==> src/rtl/valid_array_pkg.sv <==
// Shared types and helpers for the valid_array storage block.
package valid_array_pkg;

  typedef enum logic {
    IDLE  = 1'b0,
    SWEEP = 1'b1
  } sweep_state_t;

  localparam int unsigned PARITY_MAX_W = 64;

  // Even-parity bit: XOR of all bits, so word plus parity holds an even number of ones.
  function automatic logic even_parity(input logic [PARITY_MAX_W-1:0] word);
    return ^word;
  endfunction

endpackage

==> src/rtl/flush_sweeper.sv <==
// Flush sequencer: walks every entry index once, clearing one valid bit per cycle.
module flush_sweeper
  import valid_array_pkg::*;
#(
  parameter  int unsigned DEPTH = 16,
  localparam int unsigned IDX_W = $clog2(DEPTH)
) (
  input  logic             clk,
  input  logic             rst,
  input  logic             flush,
  output logic             busy,
  output logic             done,
  output logic             clear_en,
  output logic [IDX_W-1:0] clear_idx
);

  sweep_state_t     state_q, state_d;
  logic [IDX_W-1:0] cnt_q, cnt_d;
  logic             last;

  assign last = (cnt_q == IDX_W'(DEPTH - 1));

  always_ff @(posedge clk or posedge rst) begin
    if (rst) begin
      state_q <= IDLE;
      cnt_q   <= '0;
    end else begin
      state_q <= state_d;
      cnt_q   <= cnt_d;
    end
  end

  always_comb begin
    state_d = state_q;
    cnt_d   = cnt_q;
    case (state_q)
      IDLE: begin
        if (flush) begin
          state_d = SWEEP;
          cnt_d   = '0;
        end
      end
      SWEEP: begin
        // DEPTH is a power of two, so the increment wraps to 0 on the last entry.
        cnt_d = cnt_q + IDX_W'(1);
        if (last) state_d = IDLE;
      end
      default: state_d = IDLE;
    endcase
  end

  always_comb begin
    busy      = 1'b0;
    done      = 1'b0;
    clear_en  = 1'b0;
    clear_idx = cnt_q;
    if (state_q == SWEEP) begin
      busy     = 1'b1;
      clear_en = 1'b1;
      done     = last;
    end
  end

endmodule

==> src/rtl/valid_array.sv <==
// Parametrised register array with per-entry valid, masked writes, invalidate and flush sweep.
// Optional per-entry even parity when VALID_ARRAY_PARITY_EN is defined.
module valid_array
  import valid_array_pkg::*;
#(
  parameter  int unsigned WIDTH = 1,
  parameter  int unsigned DEPTH = 16,
  localparam int unsigned IDX_W = $clog2(DEPTH)
) (
  input  logic             clk,
  input  logic             rst,
  input  logic             load,
  input  logic [IDX_W-1:0] windex,
  input  logic [WIDTH-1:0] datain,
  input  logic [WIDTH-1:0] wmask,
  input  logic             inval,
  input  logic             flush,
  input  logic [IDX_W-1:0] rindex,
  output logic [WIDTH-1:0] dataout,
  output logic             valid_out,
  output logic             busy,
  output logic             done,
  output logic             parity_err
);

  logic [DEPTH-1:0][WIDTH-1:0] data_q, data_d;
  logic [DEPTH-1:0]            valid_q, valid_d;
  logic                        clear_en;
  logic [IDX_W-1:0]            clear_idx;
  logic                        load_acc, inval_acc, hit;
  logic [WIDTH-1:0]            merged;

  flush_sweeper #(.DEPTH(DEPTH)) u_sweeper (
    .clk       (clk),
    .rst       (rst),
    .flush     (flush),
    .busy      (busy),
    .done      (done),
    .clear_en  (clear_en),
    .clear_idx (clear_idx)
  );

  // Writes are dropped while sweeping and in the cycle a flush is accepted.
  assign load_acc  = load & ~busy & ~flush;
  assign inval_acc = inval & ~load & ~busy & ~flush;
  assign hit       = (windex == rindex);
  assign merged    = (data_q[windex] & ~wmask) | (datain & wmask);

  always_comb begin
    data_d  = data_q;
    valid_d = valid_q;
    if (clear_en) valid_d[clear_idx] = 1'b0;
    if (load_acc) begin
      data_d[windex]  = merged;
      valid_d[windex] = 1'b1;
    end else if (inval_acc) begin
      valid_d[windex] = 1'b0;
    end
  end

  always_ff @(posedge clk or posedge rst) begin
    if (rst) begin
      data_q  <= '0;
      valid_q <= '0;
    end else begin
      data_q  <= data_d;
      valid_q <= valid_d;
    end
  end

  // Zero-latency read with write-through of the same-cycle load or invalidate.
  always_comb begin
    dataout   = data_q[rindex];
    valid_out = valid_q[rindex];
    if (load_acc && hit) begin
      dataout   = merged;
      valid_out = 1'b1;
    end else if (inval_acc && hit) begin
      valid_out = 1'b0;
    end
  end

`ifdef VALID_ARRAY_PARITY_EN
  logic [DEPTH-1:0] par_q, par_d;

  always_comb begin
    par_d = par_q;
    if (load_acc) par_d[windex] = even_parity(PARITY_MAX_W'(merged));
  end

  always_ff @(posedge clk or posedge rst) begin
    if (rst) par_q <= '0;
    else     par_q <= par_d;
  end

  assign parity_err = valid_out & ~(load_acc & hit) &
                      (even_parity(PARITY_MAX_W'(dataout)) != par_q[rindex]);
`else
  assign parity_err = 1'b0;
`endif

endmodule

==> config.mk <==
export PLATFORM = sky130hd
export DESIGN_NAME = valid_array
export DESIGN_NICKNAME = d
export VERILOG_FILES = /design/src/rtl/valid_array_pkg.sv /design/src/rtl/flush_sweeper.sv /design/src/rtl/valid_array.sv
export SDC_FILE = /design/constraint.sdc
export NUM_CORES = 1
export LEC_CHECK = 0
export CAP_MARGIN = 20
export CORE_UTILIZATION = 38
export DETAILED_ROUTE_END_ITERATION = 10
export SETUP_SLACK_MARGIN = 0.05
export SYNTH_ARGS = -nofsm -noshare
export SYNTH_HDL_FRONTEND = slang
export SYNTH_HIERARCHICAL = 1
export SYNTH_SLANG_ARGS = --single-unit
==> constraint.sdc <==
create_clock -name clk -period 3.6 [get_ports clk]
set_input_delay 0.72 -clock clk [delete_from_list [all_inputs] [get_ports clk]]
set_output_delay 0.72 -clock clk [all_outputs]
set_load 0.005 [all_outputs]
==> impl_metrics.csv, run 1 <==
group,metric,value,unit
routing,finalWirelength,5150,µm
timing,clock-skew-final,0.00439,ns
synthesis,synth_nets,215,
place,detailed_place_hpwl,4010,µm
power_and_ir_drop,power.ir.vdd_worst,0.238,mV
final_layout,layout.cells.most_common_list,"37 x dfrtp_1, 36 x nand2_1, 18 x mux2_2, 17 x o221ai_1",
worst_setup_path,critical_path_fanouts_max,2,
clock_network,htree_levels,2,
synthesis,cell_area_after_technology_mapping,2200,µm²
global_route,grt_antenna_before_repair,0,
clock_network,clk_pin_slew_worst_paths,0.07,ns
routing,drt_first_pass_iters,4,
timing,max_freq,288,MHz
synthesis,post_synth_main_area_contributors,"dfrtp_1 42%, mux4_2 11%, mux2_2 9.2%",
worst_setup_path,worst-setup-path-type,"in2out",
synthesis,synthesis.instances,199,
timing,hold_viol,0,
worst_hold_path,worstHoldEndpoint,"data_q[5]",
power_and_ir_drop,post-layout-total-power,1340,µW
synthesis,synth.yosys.seq_area_share,42.2,%
final_layout,synthToLayoutAreaGrowth,20.7,%
worst_setup_path,cp.arrival,2.75,ns
flow_run,drv_cap,0,
timing,rsz_0062_raised_after_global_routing,"no",
place,port-buffer-count,18,
worst_setup_path,critPathCaptureType,"output port",
final_layout,antenna-diode-count,0,
clock_network,tritoncts_clock_tree,"done",
clock_network,clock_path_buffers,2,
worst_hold_path,timing.hold.worst.class,"reg2reg",
global_route,first_pass_grt_wire_length,8600,µm
worst_setup_path,reg2reg_to,"data_q[11]",
clock_network,insertion_delay_of_the_later_clocked_pin_in_the_worst_skew_pair,0.28,ns
die,floorplan.initialDensity,39.6,%
die,die_x,78.0,µm
power_and_ir_drop,power_density,506,nW/µm²
timing,finalWorstPathRequiredPeriod,3.47,ns
worst_hold_path,hold-path-cell-count,1,
worst_setup_path,timing.reg2reg.worst_path_depth,4,
routing,average_routed_wire_per_standard_cell,17.2,µm
clock_network,cts_buffers,5,
global_route,grt_max_degree,33,
worst_setup_path,worst_setup_path_start_kind,"input pin",
worst_setup_path,reg2reg_from,"u_sweeper/state_q",
final_layout,drive_above_1_share,26.4,%
routing,detail-route-antenna-nets,0,
synthesis,synthDominantCellAreaShare,42.2,%
place,gp_routability_congestion,0.834,
outcome,run_status,"complete, no violations",
die,floorplan.io_pins,20,
clock_network,cts_sinks,37,
routing,routed-via-count,1642,
timing,setup_viol_count_final,0,
worst_hold_path,hp-start,"data_q[5]",
global_route,grt_pass1_vias,1592,
clock_network,post_cts_hold_buffer_count,0,
clock_network,root_buffer,"clkbuf_8",
power_and_ir_drop,leakage,0.00123,µW
clock_network,postCtsSetupBuffers,0,
routing,post-route-drc-count,0,
synthesis,ys_seq_elements,37,
die,core-area,5540,µm²
global_route,grt_overflow_total,0,
worst_setup_path,r2r_slack,1.52,ns
place,placed_cells_incl_taps,291,
timing,holdWs,0.535,ns
final_layout,final_common_cell,"dfrtp_1",
synthesis,synthesis.area_per_instance,11.0,µm²
global_route,global_route.usage.total,19.2,%
die,fp.dieArea,6090,µm²
synthesis,yosysUniqueCellTypes,31,
worst_setup_path,timing.critical_path.required,2.88,ns
timing,maxSlewViolCount,0,
clock_network,cts_resized,3,
die,dieHeight,78.0,µm
synthesis,synth.yosys.warnings,6,
timing,worst-slew-pin-transition,0.551,ns
routing,via_per_inst,5.49,
routing,number_of_violations_reported_at_the_end_of_detailed_routing_iteration_0,169,
timing,final_period_util,96.4,%
die,floorplan.rows,27,
final_layout,design.final.nets,242,
final_layout,instances_no_fill,299,
synthesis,largest_area_contributor_in_the_synthesized_netlist,"dfrtp_1",
timing,max-slew-margin-rel,63.0,%
## cells by family (layout without fill, tap and decap cells)
kind of cell	Yosys count	in the layout	share of synthesized area, %
simple gates	77	77	17.4
compound gates	24	24	9.52
xor+xnor	5	5	1.99
buf+inv	17	45	3.99
other cells	1	1	0.171
flops	37	37	42.2
mux	37	37	24.2
fa+ha+maj	1	1	0.570
## worst max-delay path by stage
stage              start         to  slack, ns
6_report       windex[2]    dataout       0.13
5_1_grt        windex[2]    dataout       0.06
4_1_cts        rindex[0]  valid_out       0.08
3_5_place_dp   windex[0]    dataout      -0.18
3_3_place_gp   windex[0]    dataout      -0.16
2_1_floorplan  windex[0]    dataout       0.61
## registers in the layout, summed over array words and instances (netlist names)
signal	count
data_q	16
valid_q	16
u_sweeper/clear_idx	4
u_sweeper/state_q	1
## Yosys cell counts
cell / instances
and3b_1: 1
dfrtp_1: 37
clkbuf_1: 8
nand4_1: 1
mux4_2: 11
nor3b_1: 2
buf_6: 2
nor2_2: 2
inv_1: 4
nor2b_1: 4
buf_2: 1
or3b_2: 2
nor4b_1: 1
nand2b_1: 6
nand3b_1: 4
mux2_2: 18
mux2i_1: 8
nand2_1: 36
o221ai_1: 17
xnor2_1: 5
conb_1: 1
nand3_1: 8
o32a_4: 1
o21ai_1: 2
a22o_1: 2
nor2_1: 6
nor3_1: 1
buf_4: 2
ha_1: 1
o21ai_0: 2
or2_2: 3
## where the power goes
group	total, µW	internal [µW]	leakage [µW]	switching, µW
combinational	364	179	0.000661	184
sequential	561	488	0.000501	73.2
clock	418	275	0.0000681	143
## routing by layer
metal	wire length (µm)	global-route usage [%]	part of all wire (%)	vias up
li1	-	-	-	780
met1	2520	28.5	49	818
met2	2340	28.2	45	37
met3	238	3.84	4.6	7
met4	52	5.74	1.0	0
met5	0	0	0	-
## worst max-delay path, stage by stage
cell	delay [ns]
clkdlybuf4s50_1	0.50
mux4_2	0.49
and3b_1	0.18
o32a_4	0.35
mux2_2	0.25
dlygate4sd2_1	0.26
## metrics by stage
stage               util (%)  instance area, µm²  setup slack [ns]  setup TNS (ns)
finish                  47.9                2650             0.131               0
global route            47.9                2650            0.0581               0
global placement        45.5                2520            -0.158          -0.158
detailed placement      45.5                2520            -0.176          -0.176
CTS                     47.8                2650            0.0760               0
floorplan                  -                2200             0.611               0
## final cells by class
type / count / area (µm²)
clock inverter: 3 / 65.1
timing repair buffer: 33 / 304
fill: 539 / 2890
sequential: 37 / 926
tap: 72 / 90.1
clock buffer: 5 / 68.8
multi-input combinational: 145 / 1180
inverter: 4 / 15.0
No activity file was read; power rests on OpenSTA's default activity.
==> inputs of run 2 (changes only) <==
--- a/config.mk
+++ b/config.mk
@@ -6,9 +6,10 @@
 export NUM_CORES = 1
 export LEC_CHECK = 0
 export CAP_MARGIN = 20
+export CORE_MARGIN = 2
 export CORE_UTILIZATION = 38
 export DETAILED_ROUTE_END_ITERATION = 10
-export SETUP_SLACK_MARGIN = 0.05
+export SETUP_SLACK_MARGIN = 0.15
 export SYNTH_ARGS = -nofsm -noshare
 export SYNTH_HDL_FRONTEND = slang
 export SYNTH_HIERARCHICAL = 1
==> constraint.sdc (replaced) <==
create_clock -name clk -period 3.8 [get_ports clk]
set_input_delay 0.76 -clock clk [delete_from_list [all_inputs] [get_ports clk]]
set_output_delay 0.76 -clock clk [all_outputs]
set_load 0.005 [all_outputs]
==> run 2 against run 1 <==
  * Critical endpoint unchanged
  * First-iteration DRC count shrank 0.59%
  * Core utilization down 0.52 points
  * Global-route usage decreased by 1.2 points
  * Total power is 9.3% lower
  * Clock power down 17%
  * Die area increased by 5.2%
  * Critical path depth grew 1
  * Hold slack gained 0.011 ns
  * Via count up 3.3%
  * Sequential cell count did not move
==> impl_metrics.csv, run 2 (synthesis gave the netlist of run 1 again) <==
group,metric,value,unit
outcome,run_status,"complete, no violations",
timing,finalWorstPathRequiredPeriod,3.62,ns
clock_network,insertion_delay_of_the_later_clocked_pin_in_the_worst_skew_pair,0.30,ns
final_layout,area_used_by_multi_input_combinational_logic,1180,µm²
clock_network,root_buffer,"clkbuf_8",
worst_setup_path,critical_path_fanouts_max,9,
clock_network,clk_pin_slew_worst_paths,0.07,ns
worst_setup_path,r2r_slack,1.54,ns
die,dieHeight,80.0,µm
worst_hold_path,worstHoldEndpoint,"valid_q[10]",
global_route,global_route.usage.total,18.0,%
worst_setup_path,worst_setup_path_start_kind,"input pin",
worst_setup_path,timing.critical_path.required,3.04,ns
global_route,grt_pass1_vias,1734,
clock_network,postCtsSetupBuffers,0,
worst_hold_path,timing.hold.worst.class,"reg2reg",
place,postPlaceCellArea,2510,µm²
clock_network,tritoncts_clock_tree,"done",
final_layout,synthToLayoutAreaGrowth,19.4,%
timing,final_period_util,95.3,%
clock_network,htree_levels,2,
final_layout,final.fill_count,528,
die,floorplan.initialDensity,39.6,%
place,port-buffer-count,18,
flow_run,drv_cap,0,
power_and_ir_drop,power.ir.vdd_worst,0.228,mV
worst_hold_path,hold-path-cell-count,2,
final_layout,antenna-diode-count,0,
routing,average_routed_wire_per_standard_cell,17.6,µm
timing,maxSlewViolCount,0,
place,placement.setup.worst_slack,-0.0751,ns
routing,drt_first_pass_iters,4,
place,gp_routability_congestion,0.860,
worst_setup_path,crit_path_max_incr_delay,0.51,ns
timing,post-route-worst-setup-slack,0.177,ns
global_route,first_pass_grt_wire_length,8770,µm
worst_setup_path,reg2reg_from,"u_sweeper/state_q",
worst_setup_path,crit_chain,"clkdlybuf4s50_1 -> buf_12 -> mux4_2 -> mux2i_1 -> mux2i_1 -> mux2_2 -> clkdlybuf4s50_1",
timing,holdWs,0.546,ns
clock_network,clock_path_buffers,2,
routing,detail-route-antenna-nets,0,
worst_setup_path,timing.reg2reg.worst_path_depth,4,
worst_setup_path,worst-setup-path-type,"in2out",
final_layout,final_common_cell,"dfrtp_1",
timing,hold_viol,0,
worst_setup_path,critPathCaptureType,"output port",
routing,number_of_violations_reported_at_the_end_of_detailed_routing_iteration_0,168,
final_layout,drive_above_1_share,25.7,%
routing,post-route-drc-count,0,
worst_hold_path,hp-start,"valid_q[10]",
final_layout,instances_no_fill,298,
timing,setup_viol_count_final,0,
final_layout,seqCellArea,926,µm²
worst_setup_path,reg2reg_to,"data_q[11]",
final_layout,final_instance_area,2620,µm²
die,fp.dieArea,6400,µm²
die,die_x,80.0,µm
timing,max_freq,276,MHz
routing,routed-via-count,1696,
worst_setup_path,crit_path_top_delay_cell,"mux4_2",
die,floorplan.io_pins,20,
timing,final.setup.tns,0,ns
die,core-area,5540,µm²
final_layout,design.final.nets,241,
clock_network,cts_sinks,37,
routing,finalWirelength,5250,µm
global_route,grt_overflow_total,0,
timing,rsz_0062_raised_after_global_routing,"yes",
timing,worst-slew-pin-transition,0.504,ns
timing,clock-skew-final,0.0124,ns
timing,max-slew-margin-rel,66.3,%
place,placed_cells_incl_taps,290,
power_and_ir_drop,power_density,464,nW/µm²
worst_setup_path,cp.arrival,2.86,ns
clock_network,cts_buffers,5,
place,detailed_place_hpwl,4050,µm
power_and_ir_drop,leakage,0.00121,µW
final_layout,layout.cells.most_common_list,"37 x dfrtp_1, 36 x nand2_1, 18 x mux2_2, 17 x o221ai_1, 14 x clkdlybuf4s50_1",
die,floorplan.rows,27,
global_route,grt_max_degree,33,
routing,via_per_inst,5.69,
global_route,grt_antenna_before_repair,0,
==> run 2: final cells by class <==
cell class                 instances  share of cell area [%]
multi-input combinational        145                    45.1
sequential                        37                    35.3
timing repair buffer              32                    11.4
tap                               72                    3.44
clock buffer                       6                    2.77
clock inverter                     2                    1.48
inverter                           4                   0.573
==> run 2: metrics by stage <==
step           utilization (%)  total power (µW)
2_1_floorplan                -               767
3_3_place_gp              45.3               871
3_5_place_dp              45.3               875
4_1_cts                   47.3              1220
5_1_grt                   47.3              1290
6_report                  47.3              1220
==> run 2: worst max-delay path: cells and delay by family <==
kind	cells	cell delay (ns)
buffers and inverters	3	1.09
multiplexers	4	0.99
==> run 2: how the worst max path moves through the flow <==
stage               startpoint      end  slack, ns  depth (start not counted)
finish               rindex[0]  dataout       0.18                          7
global route         rindex[0]  dataout       0.12                          7
detailed placement   windex[0]  dataout      -0.08                          6
CTS                  rindex[0]  dataout       0.17                          7
global placement     windex[0]  dataout      -0.04                          6
floorplan            windex[0]  dataout       0.73                          6
==> run 2: repair_timing <==
| action | CTS | global route |
|---|---|---|
| cloned | 0 | 0 |
| gates resized for setup | 3 | 2 |
| setup endpoints to repair | 1 | 2 |
| hold buffers | 0 | 0 |
| pin swaps | 0 | 0 |
==> run 2: power by group <==
part | leakage, µW | switching [µW] | total (µW) | internal [µW]
Sequential | 0.000501 | 79.7 | 542 | 462
Clock | 0.0000554 | 149 | 347 | 197
Combinational | 0.000653 | 164 | 330 | 166
==> run 2: layer usage <==
layer / routed length, µm / track usage, % / vias to the layer above
li1: - / - / 781
met1: 2420 / 25.6 / 862
met2: 2470 / 28.2 / 47
met3: 290 / 3.85 / 6
met4: 66 / 4.24 / 0
met5: 0 / 0 / -
